## src/rtl/mc_pkg.sv

```systemverilog
// Shared definitions for the multicycle MIPS control slice.
// Holds the state encodings, opcode/funct constants, ALUOp codes and the
// datapath select codes (PCSource, ALUSrcB, RegDst, MemtoReg).
package mc_pkg;

  localparam int STATE_BITS = 4;

  typedef enum logic [STATE_BITS-1:0] {
    S_FETCH    = 4'd0,
    S_DECODE   = 4'd1,
    S_MEM_ADDR = 4'd2,
    S_MEM_RD   = 4'd3,
    S_MEM_WR   = 4'd4,
    S_WB_MEM   = 4'd5,
    S_EXEC_R   = 4'd6,
    S_WB_R     = 4'd7,
    S_EXEC_I   = 4'd8,
    S_WB_I     = 4'd9,
    S_BRANCH   = 4'd10,
    S_JUMP     = 4'd11,
    S_JAL      = 4'd12,
    S_JR       = 4'd13,
    S_HALT     = 4'd15
  } state_t;

  // Opcodes (Instruction[31:26])
  localparam logic [5:0] OP_RTYPE = 6'b000000;
  localparam logic [5:0] OP_LW    = 6'b100011;
  localparam logic [5:0] OP_SW    = 6'b101011;
  localparam logic [5:0] OP_BEQ   = 6'b000100;
  localparam logic [5:0] OP_BNE   = 6'b000101;
  localparam logic [5:0] OP_ADDI  = 6'b001000;
  localparam logic [5:0] OP_ANDI  = 6'b001100;
  localparam logic [5:0] OP_ORI   = 6'b001101;
  localparam logic [5:0] OP_SLTI  = 6'b001010;
  localparam logic [5:0] OP_J     = 6'b000010;
  localparam logic [5:0] OP_JAL   = 6'b000011;

  // Funct (Instruction[5:0])
  localparam logic [5:0] FUNCT_JR = 6'b001000;

  // ALUOp codes
  localparam logic [2:0] ALU_ADD   = 3'b000;
  localparam logic [2:0] ALU_SUB   = 3'b001;
  localparam logic [2:0] ALU_FUNCT = 3'b010;
  localparam logic [2:0] ALU_AND   = 3'b011;
  localparam logic [2:0] ALU_OR    = 3'b100;
  localparam logic [2:0] ALU_SLT   = 3'b101;

  // PCSource selects
  localparam logic [1:0] PCSRC_ALU    = 2'b00;
  localparam logic [1:0] PCSRC_ALUOUT = 2'b01;
  localparam logic [1:0] PCSRC_JUMP   = 2'b10;
  localparam logic [1:0] PCSRC_RS     = 2'b11;

  // ALUSrcB selects
  localparam logic [1:0] SRCB_RT     = 2'b00;
  localparam logic [1:0] SRCB_FOUR   = 2'b01;
  localparam logic [1:0] SRCB_IMM    = 2'b10;
  localparam logic [1:0] SRCB_IMM_SH = 2'b11;

  // RegDst selects
  localparam logic [1:0] REGDST_RT  = 2'b00;
  localparam logic [1:0] REGDST_RD  = 2'b01;
  localparam logic [1:0] REGDST_R31 = 2'b10;

  // MemtoReg selects
  localparam logic [1:0] M2R_ALUOUT = 2'b00;
  localparam logic [1:0] M2R_MDR    = 2'b01;
  localparam logic [1:0] M2R_PC     = 2'b10;

  // States that own the shared memory port and are subject to the wait timeout.
  function automatic logic is_mem_state(input state_t s);
    return (s == S_FETCH) || (s == S_MEM_RD) || (s == S_MEM_WR);
  endfunction

endpackage

```

## src/rtl/mc_wait_timer.sv

```systemverilog
// Wait-state counter for the memory handshake.
// Ports:
//   CLK     in  clock, rising edge
//   RESET   in  asynchronous active-low reset
//   clr     in  synchronous clear (has priority over inc)
//   inc     in  count one more MEM_READY-low cycle
//   expired out counter has reached MEM_TIMEOUT
module mc_wait_timer #(
  parameter int MEM_TIMEOUT = 16,
  parameter int CNT_W       = 5
) (
  input  logic CLK,
  input  logic RESET,
  input  logic clr,
  input  logic inc,
  output logic expired
);

  logic [CNT_W-1:0] count;

  always_ff @(posedge CLK or negedge RESET) begin
    if (!RESET) begin
      count <= '0;
    end else if (clr) begin
      count <= '0;
    end else if (inc) begin
      count <= count + 1'b1;
    end
  end

  assign expired = (count == CNT_W'(MEM_TIMEOUT));

endmodule

```

## src/rtl/multicycle_control.sv

```systemverilog
// Multicycle MIPS control FSM.
// Sequences FETCH/DECODE/EXECUTE/MEM/WRITEBACK over a shared memory port and
// drives the datapath muxes and write enables. A memory state that sees
// MEM_READY low for too long, or an unknown opcode, parks the FSM in a sticky
// HALT state that only RESET leaves.
// Ports:
//   CLK, RESET          clock / asynchronous active-low reset
//   opcode, funct       instruction fields from the IR
//   MEM_READY           memory completes the current request this cycle
//   MEM_REQ, MemRead, MemWrite, IorD     memory port control
//   IRWrite, PCWrite, PCWriteCond, BranchNE, PCSource   IR/PC control
//   ALUSrcA, ALUSrcB, ALUOp              ALU operand/operation selects
//   RegDst, MemtoReg, RegWrite           register file control
//   HALT                sticky fault flag
//   STATE               current state encoding (debug)
// Handshake: a request is outstanding whenever MEM_REQ=1; it completes in the
// cycle where MEM_REQ=1 and MEM_READY=1. MEM_READY with MEM_REQ=0 is ignored.
module multicycle_control
  import mc_pkg::*;
#(
  parameter int MEM_TIMEOUT = 16,
  parameter int CNT_W       = 5,
  parameter int STATE_W     = 4
) (
  input  logic               CLK,
  input  logic               RESET,
  input  logic [5:0]         opcode,
  input  logic [5:0]         funct,
  input  logic               MEM_READY,
  output logic               MEM_REQ,
  output logic               MemRead,
  output logic               MemWrite,
  output logic               IorD,
  output logic               IRWrite,
  output logic               PCWrite,
  output logic               PCWriteCond,
  output logic               BranchNE,
  output logic [1:0]         PCSource,
  output logic               ALUSrcA,
  output logic [1:0]         ALUSrcB,
  output logic [2:0]         ALUOp,
  output logic [1:0]         RegDst,
  output logic [1:0]         MemtoReg,
  output logic               RegWrite,
  output logic               HALT,
  output logic [STATE_W-1:0] STATE
);

  state_t state_q, state_d;
  logic   in_mem, expired, timeout;
  logic   ir_write_c, pc_write_c, mem_write_c, reg_write_c;

  // Counter is held at zero outside memory states, so every entry starts fresh.
  assign in_mem  = is_mem_state(state_q);
  assign timeout = in_mem && !MEM_READY && expired;

  mc_wait_timer #(
    .MEM_TIMEOUT(MEM_TIMEOUT),
    .CNT_W      (CNT_W)
  ) u_wait_timer (
    .CLK    (CLK),
    .RESET  (RESET),
    .clr    (!in_mem || MEM_READY),
    .inc    (in_mem && !MEM_READY),
    .expired(expired)
  );

  always_ff @(posedge CLK or negedge RESET) begin
    if (!RESET) state_q <= S_FETCH;
    else        state_q <= state_d;
  end

  always_comb begin
    state_d     = state_q;
    MEM_REQ     = 1'b0;
    MemRead     = 1'b0;
    mem_write_c = 1'b0;
    IorD        = 1'b0;
    ir_write_c  = 1'b0;
    pc_write_c  = 1'b0;
    PCWriteCond = 1'b0;
    BranchNE    = 1'b0;
    PCSource    = PCSRC_ALU;
    ALUSrcA     = 1'b0;
    ALUSrcB     = SRCB_RT;
    ALUOp       = ALU_ADD;
    RegDst      = REGDST_RT;
    MemtoReg    = M2R_ALUOUT;
    reg_write_c = 1'b0;

    case (state_q)
      S_FETCH: begin
        MEM_REQ = 1'b1;
        MemRead = 1'b1;
        ALUSrcB = SRCB_FOUR;
        if (MEM_READY) begin
          ir_write_c = 1'b1;
          pc_write_c = 1'b1;
          state_d    = S_DECODE;
        end
      end
      S_DECODE: begin
        // Branch target PC+(imm<<2) is precomputed into ALUOut here.
        ALUSrcB = SRCB_IMM_SH;
        case (opcode)
          OP_RTYPE:                           state_d = (funct == FUNCT_JR) ? S_JR : S_EXEC_R;
          OP_LW, OP_SW:                       state_d = S_MEM_ADDR;
          OP_BEQ, OP_BNE:                     state_d = S_BRANCH;
          OP_ADDI, OP_ANDI, OP_ORI, OP_SLTI:  state_d = S_EXEC_I;
          OP_J:                               state_d = S_JUMP;
          OP_JAL:                             state_d = S_JAL;
          default:                            state_d = S_HALT;
        endcase
      end
      S_EXEC_R: begin
        ALUSrcA = 1'b1;
        ALUOp   = ALU_FUNCT;
        state_d = S_WB_R;
      end
      S_WB_R: begin
        RegDst      = REGDST_RD;
        reg_write_c = 1'b1;
        state_d     = S_FETCH;
      end
      S_EXEC_I: begin
        ALUSrcA = 1'b1;
        ALUSrcB = SRCB_IMM;
        case (opcode)
          OP_ANDI: ALUOp = ALU_AND;
          OP_ORI:  ALUOp = ALU_OR;
          OP_SLTI: ALUOp = ALU_SLT;
          default: ALUOp = ALU_ADD;
        endcase
        state_d = S_WB_I;
      end
      S_WB_I: begin
        reg_write_c = 1'b1;
        state_d     = S_FETCH;
      end
      S_MEM_ADDR: begin
        ALUSrcA = 1'b1;
        ALUSrcB = SRCB_IMM;
        state_d = (opcode == OP_SW) ? S_MEM_WR : S_MEM_RD;
      end
      S_MEM_RD: begin
        MEM_REQ = 1'b1;
        MemRead = 1'b1;
        IorD    = 1'b1;
        if (MEM_READY) state_d = S_WB_MEM;
      end
      S_MEM_WR: begin
        MEM_REQ     = 1'b1;
        mem_write_c = 1'b1;
        IorD        = 1'b1;
        if (MEM_READY) state_d = S_FETCH;
      end
      S_WB_MEM: begin
        MemtoReg    = M2R_MDR;
        reg_write_c = 1'b1;
        state_d     = S_FETCH;
      end
      S_BRANCH: begin
        ALUSrcA     = 1'b1;
        ALUOp       = ALU_SUB;
        PCWriteCond = 1'b1;
        BranchNE    = (opcode == OP_BNE);
        PCSource    = PCSRC_ALUOUT;
        state_d     = S_FETCH;
      end
      S_JUMP: begin
        pc_write_c = 1'b1;
        PCSource   = PCSRC_JUMP;
        state_d    = S_FETCH;
      end
      S_JAL: begin
        // PC already holds PC+4, so it is the link value.
        pc_write_c  = 1'b1;
        PCSource    = PCSRC_JUMP;
        RegDst      = REGDST_R31;
        MemtoReg    = M2R_PC;
        reg_write_c = 1'b1;
        state_d     = S_FETCH;
      end
      S_JR: begin
        pc_write_c = 1'b1;
        PCSource   = PCSRC_RS;
        state_d    = S_FETCH;
      end
      S_HALT:  state_d = S_HALT;
      default: state_d = S_HALT;
    endcase

    if (timeout) state_d = S_HALT;
  end

  // Architectural write enables fall with RESET without waiting for a clock,
  // so an aborted instruction can never commit a partial write.
  assign IRWrite  = ir_write_c  & RESET;
  assign PCWrite  = pc_write_c  & RESET;
  assign MemWrite = mem_write_c & RESET;
  assign RegWrite = reg_write_c & RESET;

  assign HALT  = (state_q == S_HALT);
  assign STATE = STATE_W'(state_q);

endmodule
```

## config.mk

```make
export PLATFORM = sky130hd
export DESIGN_NAME = multicycle_control
export DESIGN_NICKNAME = d
export VERILOG_FILES = /design/src/rtl/mc_pkg.sv /design/src/rtl/mc_wait_timer.sv /design/src/rtl/multicycle_control.sv
export SDC_FILE = /design/constraint.sdc
export NUM_CORES = 1
export LEC_CHECK = 0
export ABC_AREA = 1
export ABC_CLOCK_PERIOD_IN_PS = 1850
export BUFFER_PORTS_ARGS = -buffer_cell sky130_fd_sc_hd__buf_2
export CAP_MARGIN = 20
export CORE_AREA = 5 5 53 51
export CTS_BUF_LIST = sky130_fd_sc_hd__clkbuf_4
export CTS_CLUSTER_SIZE = 20
export DETAILED_ROUTE_END_ITERATION = 8
export DIE_AREA = 0 0 58 56
export GPL_TIMING_DRIVEN = 0
export HOLD_SLACK_MARGIN = 0.06
export PLACE_DENSITY_LB_ADDON = 0.1
export SLEW_MARGIN = 20
export SYNTH_ARGS = -nofsm -noshare
export SYNTH_HDL_FRONTEND = slang
export SYNTH_SLANG_ARGS = --single-unit
```

## constraint.sdc

```tcl
create_clock -name CLK -period 1.85 [get_ports CLK]
set_input_delay 0.4625 -clock CLK [delete_from_list [all_inputs] [get_ports CLK]]
set_output_delay 0.4625 -clock CLK [all_outputs]
set_load 0.005 [all_outputs]
```

==> results of run 1 <==
==> kinds of logic (layout without fill, tap and decap cells) <==
logic type	after synthesis	count (layout)
xor+xnor	2	2
flops	9	9
simple gates	96	96
compound gates	15	15
buf+inv	29	90
fa+ha+maj	2	2
==> area by class of cell <==
cell class | instances | area (µm²)
Buffer | 3 | 30.0
Clock buffer | 4 | 30.0
Fill cell | 192 | 651
Inverter | 26 | 100
Multi-Input combinational cell | 115 | 673
Sequential cell | 9 | 228
Tap cell | 27 | 33.8
Timing Repair Buffer | 57 | 337
==> layer usage <==
layer  track usage, %  vias to the layer above  wire, µm
met5                0                        -         0
met4             2.32                        0        51
met3             4.41                        6       224
met2             28.4                       52      1460
met1             21.0                      546      1190
li1                 -                      603         -
==> stage by stage <==
step / std cells / hold WS [ps] / setup TNS [ps] / power (mW)
after floorplan: 153 / 167 / 0 / 0.224
after global placement: 220 / 335 / 0 / 0.250
after detailed placement: 220 / 336 / 0 / 0.252
after CTS: 234 / 496 / -131 / 0.418
after global routing: 241 / 537 / -1540 / 0.441
final: 241 / 492 / -414 / 0.414
==> cells in the final DEF (no fill, tap or decap), types with 4 or more instances in the layout <==
cell	netlist	layout
nor2_1	29	24
nor2_2	7	7
nand3_2	4	5
dfrtp_1	9	7
inv_2	8	9
buf_2	0	40
nor2_4	2	7
nand3_1	19	17
buf_4	1	15
inv_1	18	16
nand2_1	27	25
clkbuf_4	0	4
==> flip-flops by register name, summed over array words and instances, names as in the netlist <==
signal / count
u_wait_timer.count: 5
STATE: 4
==> Yosys cell counts (2+ instances only) <==
master   number  area [µm²]
nor2_1       29         109
nand2_1      27         101
nand3_1      19        95.1
inv_1        18        67.6
dfrtp_1       9         225
inv_2         8        30.0
nor2_2        7        43.8
nand3_2       4        40.0
a21oi_1       3        15.0
a21oi_2       3        26.3
o21ai_0       3        15.0
buf_6         2        22.5
ha_1          2        25.0
nand4_1       2        12.5
nor2_4        2        22.5
o21ai_1       2        10.0
xor2_1        2        17.5
==> timing repair <==
item | in CTS | in global routing
pin swaps | 7 | 7
hold buffers | 2 | 0
buffers inserted | 8 | 7
endpoints found under the setup margin | 10 | 15
gates resized for setup | 10 | 13
hold endpoints to repair | 7 | 0
==> how the worst max path moves through the flow <==
| stage | from | end | slack (ps) | depth (start not counted) |
|---|---|---|---|---|
| 2_1_floorplan | STATE[1]$_DFFE_PN0P_ | RegWrite | 280 | 6 |
| 3_3_place_gp | STATE[1]$_DFFE_PN0P_ | ALUOp[0] | 50 | 7 |
| 3_5_place_dp | STATE[1]$_DFFE_PN0P_ | ALUOp[0] | 60 | 7 |
| 4_1_cts | STATE[3]$_DFFE_PN0P_ | ALUOp[0] | -70 | 7 |
| 5_1_grt | STATE[2]$_DFFE_PN0P_ | RegWrite | -160 | 7 |
| 6_report | STATE[3]$_DFFE_PN0P_ | ALUSrcB[1] | -70 | 7 |
==> power breakdown <==
| group | total (mW) | leakage [nW] | internal (mW) | switching, mW |
|---|---|---|---|---|
| clock | 0.161 | 0.0184 | 0.0974 | 0.0631 |
| combinational | 0.0569 | 0.650 | 0.0222 | 0.0346 |
| sequential | 0.197 | 0.104 | 0.197 | 0 |
| total | 0.414 | 0.773 | 0.317 | 0.0978 |
==> worst register-to-register path: stages (launching register included) <==
cell     delay, ps
dfrtp_2        440
buf_6          140
nor2_4         200
nand3_4        140
nand3_2        120
nand2_4         90
inv_2           70
nand2_2         50
nor2_2         130
a21oi_2         40
==> impl_results.md, run 1 <==
- Status: finished with violations
- Failing checks: negative setup slack
- Worst slew margin: 79.2%
- Initial Util: 46.2%
- Mean Syn Cell Area: 6.28 µm²
- Detail Route Antenna Nets: 0
- Final Hold Fails: 0
- Hold Crit Class: flip-flop to flip-flop
- GRT Util Overall: 16.6%
- Setup ws final: -69.0 ps
- Io pins: 41
- Layout Skew: 4.41 ps
- Hold_sp: u_wait_timer.count[0]$_DFF_PN0_
- Synth unique cells: 28
- Finish-stage setup viols: 10
- Std cell rows: 16
- Cells after Synth: 153
- R2R Path Start: STATE[3]$_DFFE_PN0P_
- Max incr delay on CP: 440 ps
- Core footprint: 2080 µm²
- Crit-path most repeated cell: nor2_4
- Clock Latency Late Sink: 260 ps
- # DRC: 0
- Fin crit share: 104%
- Largest family of logic cells by synthesized area: simple AND/OR/NAND/NOR gates
- Worst R2R End: STATE[0]$_DFFE_PN0P_
- Crit-path slowest cell: dfrtp_2
- Crit-path cells: buf_6 > nor2_4 > inv_4 > nor2_4 > inv_2 > nand3b_1 > buf_2
- Nets: 232
- RSZ-0062 raised after global routing: yes
- DR vias/cell: 5.01
- Post-Synth Adder-Cell Area: 2.60%
- Seq cells post-synth: 9
- PortBufs: 40
- Wire per inst: 12.1 µm
- Maximum clock rate: 0.521 GHz
- Number of H-tree levels: 1
- Xor and xnor area share after synthesis: 1.82%
- Share of layout cells above drive strength 1: 48.1%
- Buf/Inv on CP: 4
- First drt pass iteration count: 4
- Final Critical Period: 1920 ps
- Initial antenna violation count: 0
- Ant diodes: 0
- CP endpoint kind: primary output
- Compound-Gate Fraction of Synth Area: 10.3%
- Iter 0 DRT Violations: 33
- HPWL Detailed: 1.95 mm
- CP Launch Type: flip-flop
- CP max FO: 5
- WL final: 2.92 mm
- CTS Buf Count: 3
- Slew Limit Fails: 0
- Seq/Total Area, Yosys: 23.4%
- Final Cell Area: 1430 µm²
- Pwr Density: 289 nW/µm²
- Place WS: 64.5 ps
- Net Count, Synth: 170
- Final GP Congestion: 0.787
- First-pass GRT wire length: 4.39 mm
- Clock root buffer: clkbuf_4
- CP top delay family: flip-flops
- FFs w/ async S/R, synth: 100%
- CTS tree: done
- Die area: 3250 µm²
- FF-to-FF path depth: 9
- LEAKAGE: 0.773 nW
- Cell Area, Placed: 1190 µm²
- Multiplexer area fraction after synthesis: 0%
- CP arrival: 1460 ps
- Maximum capacitance violations: 0
- Syn Std Cell Area: 961 µm²
- Worst VDD drop: 0.422 mV
- Clock-pin slew on the worst setup and hold paths: 60 ps
- Critical path type: flip-flop to primary output
- Worst-margin pin slew: 311 ps
- Die Width: 58 µm
- WHS Endpoint: u_wait_timer.count[0]$_DFF_PN0_
- DR vias: 1,207
- Clock Path Buffers: 2
- Post-synthesis simple-gate area fraction: 48.6%
- WP data required: 1390 ps
- Number of global-route vias before repair: 1,048
- Largest net degree at the start of global routing: 10
- Die Y: 56 µm
- Worst hold stages: 1
- R2R Setup Slk: 290 ps
- Most common flop cell mapped by yosys: dfrtp_1
- Grt ovf: 0
- Synthesis-to-finish area growth: 49.0%
- Yosys warning count: 0
- End-of-flow core utilization: 68.8%
- Number of synthesized flops with an enable pin: 0
- Clk sinks: 9
Power figures use the tool's default switching activity.
==> inputs of run 2 (changes only) <==
--- a/config.mk
+++ b/config.mk
@@ -6,18 +6,19 @@
 export NUM_CORES = 1
 export LEC_CHECK = 0
 export ABC_AREA = 1
-export ABC_CLOCK_PERIOD_IN_PS = 1850
-export BUFFER_PORTS_ARGS = -buffer_cell sky130_fd_sc_hd__buf_2
+export ABC_CLOCK_PERIOD_IN_PS = 2500
+export BUFFER_PORTS_ARGS = -buffer_cell sky130_fd_sc_hd__clkbuf_2
 export CAP_MARGIN = 20
-export CORE_AREA = 5 5 53 51
+export CORE_AREA = 5 5 53 50
 export CTS_BUF_LIST = sky130_fd_sc_hd__clkbuf_4
 export CTS_CLUSTER_SIZE = 20
 export DETAILED_ROUTE_END_ITERATION = 8
-export DIE_AREA = 0 0 58 56
+export DIE_AREA = 0 0 58 55
 export GPL_TIMING_DRIVEN = 0
 export HOLD_SLACK_MARGIN = 0.06
 export PLACE_DENSITY_LB_ADDON = 0.1
 export SLEW_MARGIN = 20
 export SYNTH_ARGS = -nofsm -noshare
 export SYNTH_HDL_FRONTEND = slang
+export SYNTH_HIERARCHICAL = 1
 export SYNTH_SLANG_ARGS = --single-unit
==> constraint.sdc (replaced) <==
create_clock -name CLK -period 2.5 [get_ports CLK]
set_input_delay 0.625 -clock CLK [delete_from_list [all_inputs] [get_ports CLK]]
set_output_delay 0.625 -clock CLK [all_outputs]
set_load 0.005 [all_outputs]
==> run 2 against run 1 <==
  * The run now ends clean
  * Sequential power down 26%
  * First-iteration DRC count down 55%
  * Critical path depth decreased by 1
  * Core utilization fell by 7.6 points
  * Synthesized area grew 5.1%
  * Setup slack improved by 240 ps
  * Synthesized cell count increased by 12%
  * Via count is 0.66% higher
  * Routed wire length down 12%
  * Hold slack got worse by 270 ps
  * Sequential cell count did not move
==> impl_results.md, run 2 <==
- Most common flop cell mapped by yosys: dfrtp_1
- Fillers: 224
- Worst slew margin: 80.2%
- Number of global-route vias before repair: 1,084
- CP max FO: 7
- Initial antenna violation count: 0
- Critical path type: flip-flop to primary output
- Syn Std Cell Area: 1010 µm²
- Core footprint: 2080 µm²
- First drt pass iteration count: 4
- Worst VDD drop: 0.223 mV
- Number of H-tree levels: 1
- Share of layout cells above drive strength 1: 30.7%
- Clk sinks: 9
- WL final: 2.57 mm
- Ant diodes: 0
- Compound-Gate Fraction of Synth Area: 9.54%
- Cell with the most instances after synthesis: nor2_1
- Max incr delay on CP: 480 ps
- Clock-pin slew on the worst setup and hold paths: 60 ps
- Iter 0 DRT Violations: 15
- Met1 Use GR: 22.6%
- Most flops, register: u_wait_timer/count
- End-of-flow core utilization: 61.2%
- Detail Route Antenna Nets: 0
- Io pins: 41
- GR Util met2: 30.5%
- Post-Synth Adder-Cell Area: 2.48%
- Reg power frac: 47.7%
- Maximum clock rate: 0.429 GHz
- Number of synthesized flops with an enable pin: 0
- Synthesis-to-finish area growth: 26.1%
- RSZ-0062 raised after global routing: no
- Pwr Density: 240 nW/µm²
- FFs w/ async S/R, synth: 100%
- Post-synthesis simple-gate area fraction: 52.7%
- Maximum capacitance violations: 0
- Final Critical Period: 2330 ps
- Seq/Total Area, Yosys: 22.3%
- Synth area leader: dfrtp_1
- Hold_buf cts: 0
- Commonest non-fill, non-tap cells in the layout: clkbuf_2, nor2_1, nand2_1, inv_1, nand3_1
- Die area: 3190 µm²
- Net Count, Synth: 188
- Seq cells post-synth: 9
- CP endpoint kind: primary output
- Worst-margin pin slew: 298 ps
- Resized cells post-CTS: 0
- Clock power frac: 40.1%
- M3 GR Usage: 5.34%
- Nets: 233
- # DRC: 0
- Final setup TNS: 0 ps
- P_sw: 0.0733 mW
- CTS Buf Count: 3
- Die Y: 55 µm
- Yosys warning count: 6
- Std cell rows: 16
- Most common cell after layout, fill and taps aside: clkbuf_2
- Crit-path slowest cell: dfrtp_1
- CP Launch Type: flip-flop
- DR vias/cell: 5.02
- PortBufs: 40
- Cells after Synth: 171
- Die Width: 58 µm
- CTS tree: done
- Final Hold Fails: 0
- DR vias: 1,215
- Clock Latency Late Sink: 260 ps
- CP arrival: 1700 ps
- Layout Skew: 0.143 ps
- Largest net degree at the start of global routing: 12
- Xor and xnor area share after synthesis: 0%
- Synth cell count leaders: nor2_1, nand2_1, inv_1
- Clock Path Buffers: 2
- Finish-stage setup viols: 0
- HPWL Detailed: 2.17 mm
- Final GP Congestion: 0.823
- Max reg flops: 5
- LEAKAGE: 0.744 nW
- Multiplexer area fraction after synthesis: 0%
- Switching fraction of total power: 24.0%
- Crit-path cells: nor2_2 > nand2_1 > nor3_1 > nand3_1 > o211ai_1 > clkbuf_2
- GRT Util Overall: 17.6%
- Wire per inst: 10.6 µm
- Comb pwr share: 12.2%
- Slew Limit Fails: 0
- Fin crit share: 93.2%
- Grt ovf: 0
- Clock root buffer: clkbuf_4
- WP data required: 1880 ps
- Post-CTS Setup Repair Bufs: 0
- Synth top area share: 22.3%
- First-pass GRT wire length: 4.45 mm
- Status: complete, no violations
- Mean Syn Cell Area: 5.90 µm²
- Hold Crit Class: input pin to asynchronous set/reset pin
- Synth area leaders: dfrtp_1, nor2_1, nand2_1
- Internal power: 0.232 mW
- Initial Util: 48.5%
- Largest family of logic cells by synthesized area: simple AND/OR/NAND/NOR gates
- Synth unique cells: 23
- Top Usage Layer GRT: met2
- WHS: 225 ps
[run 2: cell count changes after synthesis, sizes merged, moves of 2 or more]
cell and change:
inv +9, nor2 +8, nand2 +5, buf -3, nand3 -3, o21ai -3, a21oi +2, nand4 +2
nor3 +2, o211ai +2, xor2 -2
[run 2: worst max-delay path, delay by kind of cell (launching register included)]
| family | cells | cell delay (ps) |
|---|---|---|
| and+or+nand+nor | 4 | 730 |
| DFF | 1 | 480 |
| AOI/OAI and AO/OA | 1 | 100 |
| buffers and inverters | 1 | 140 |
[run 2: final timing paths]
check                      cells after the start                              start  slack, ps                                end
setup / recovery                               6               STATE[0]$_DFFE_PN0P_        170                           ALUOp[0]
setup reg to reg                              10               STATE[0]$_DFFE_PN0P_        770  u_wait_timer/count[2]$_DFFE_PN0P_
max in group asynchronous                      1                              RESET       2060               STATE[1]$_DFFE_PN0P_
hold / removal                                 1                              RESET        220               STATE[3]$_DFFE_PN0P_
min in group CLK                               2  u_wait_timer/count[1]$_DFFE_PN0P_        540  u_wait_timer/count[1]$_DFFE_PN0P_
hold reg to reg                                2  u_wait_timer/count[1]$_DFFE_PN0P_        540  u_wait_timer/count[1]$_DFFE_PN0P_
[run 2: cells by family after synthesis]
logic type	after synthesis
and+or+nand+nor	109
buffers and inverters	35
AOI/OAI and AO/OA	16
DFF	9
adders and majority gates	2
[run 2: layout make-up]
| cell class | count | area [µm²] | area share [%] |
|---|---|---|---|
| multi-input combinational | 127 | 653 | 51.3 |
| sequential | 9 | 225 | 17.7 |
| timing repair buffer | 40 | 200 | 15.7 |
| inverter | 35 | 131 | 10.3 |
| tap | 27 | 33.8 | 2.65 |
| clock buffer | 4 | 30.0 | 2.36 |
[run 2: layer usage]
| layer | share of wire, % | wire length (µm) |
|---|---|---|
| met5 | 0 | 0 |
| met1 | 45 | 1150 |
| met2 | 48 | 1220 |
| met3 | 7.6 | 195 |
| met4 | 0 | 0 |
[run 2: through the flow]
| stage | power, mW | std cells | worst slack, ps | instance area (µm²) |
|---|---|---|---|---|
| 4_1_cts | 0.310 | 242 | 171 | 1270 |
| 6_report | 0.305 | 242 | 171 | 1270 |
| 2_1_floorplan | 0.166 | 171 | 771 | 1010 |
| 5_1_grt | 0.323 | 242 | 26.0 | 1270 |
| 3_3_place_gp | 0.185 | 238 | 478 | 1240 |
| 3_5_place_dp | 0.186 | 238 | 463 | 1240 |
[run 2: power by group through the flow]
stage | logic [mW] | registers [mW] | clock network [mW]
finish | 0.0373 | 0.146 | 0.122
global route | 0.0430 | 0.146 | 0.134
CTS | 0.0377 | 0.146 | 0.127
detailed placement | 0.0376 | 0.148 | 0
global placement | 0.0367 | 0.148 | 0
floorplan | 0.0172 | 0.148 | 0
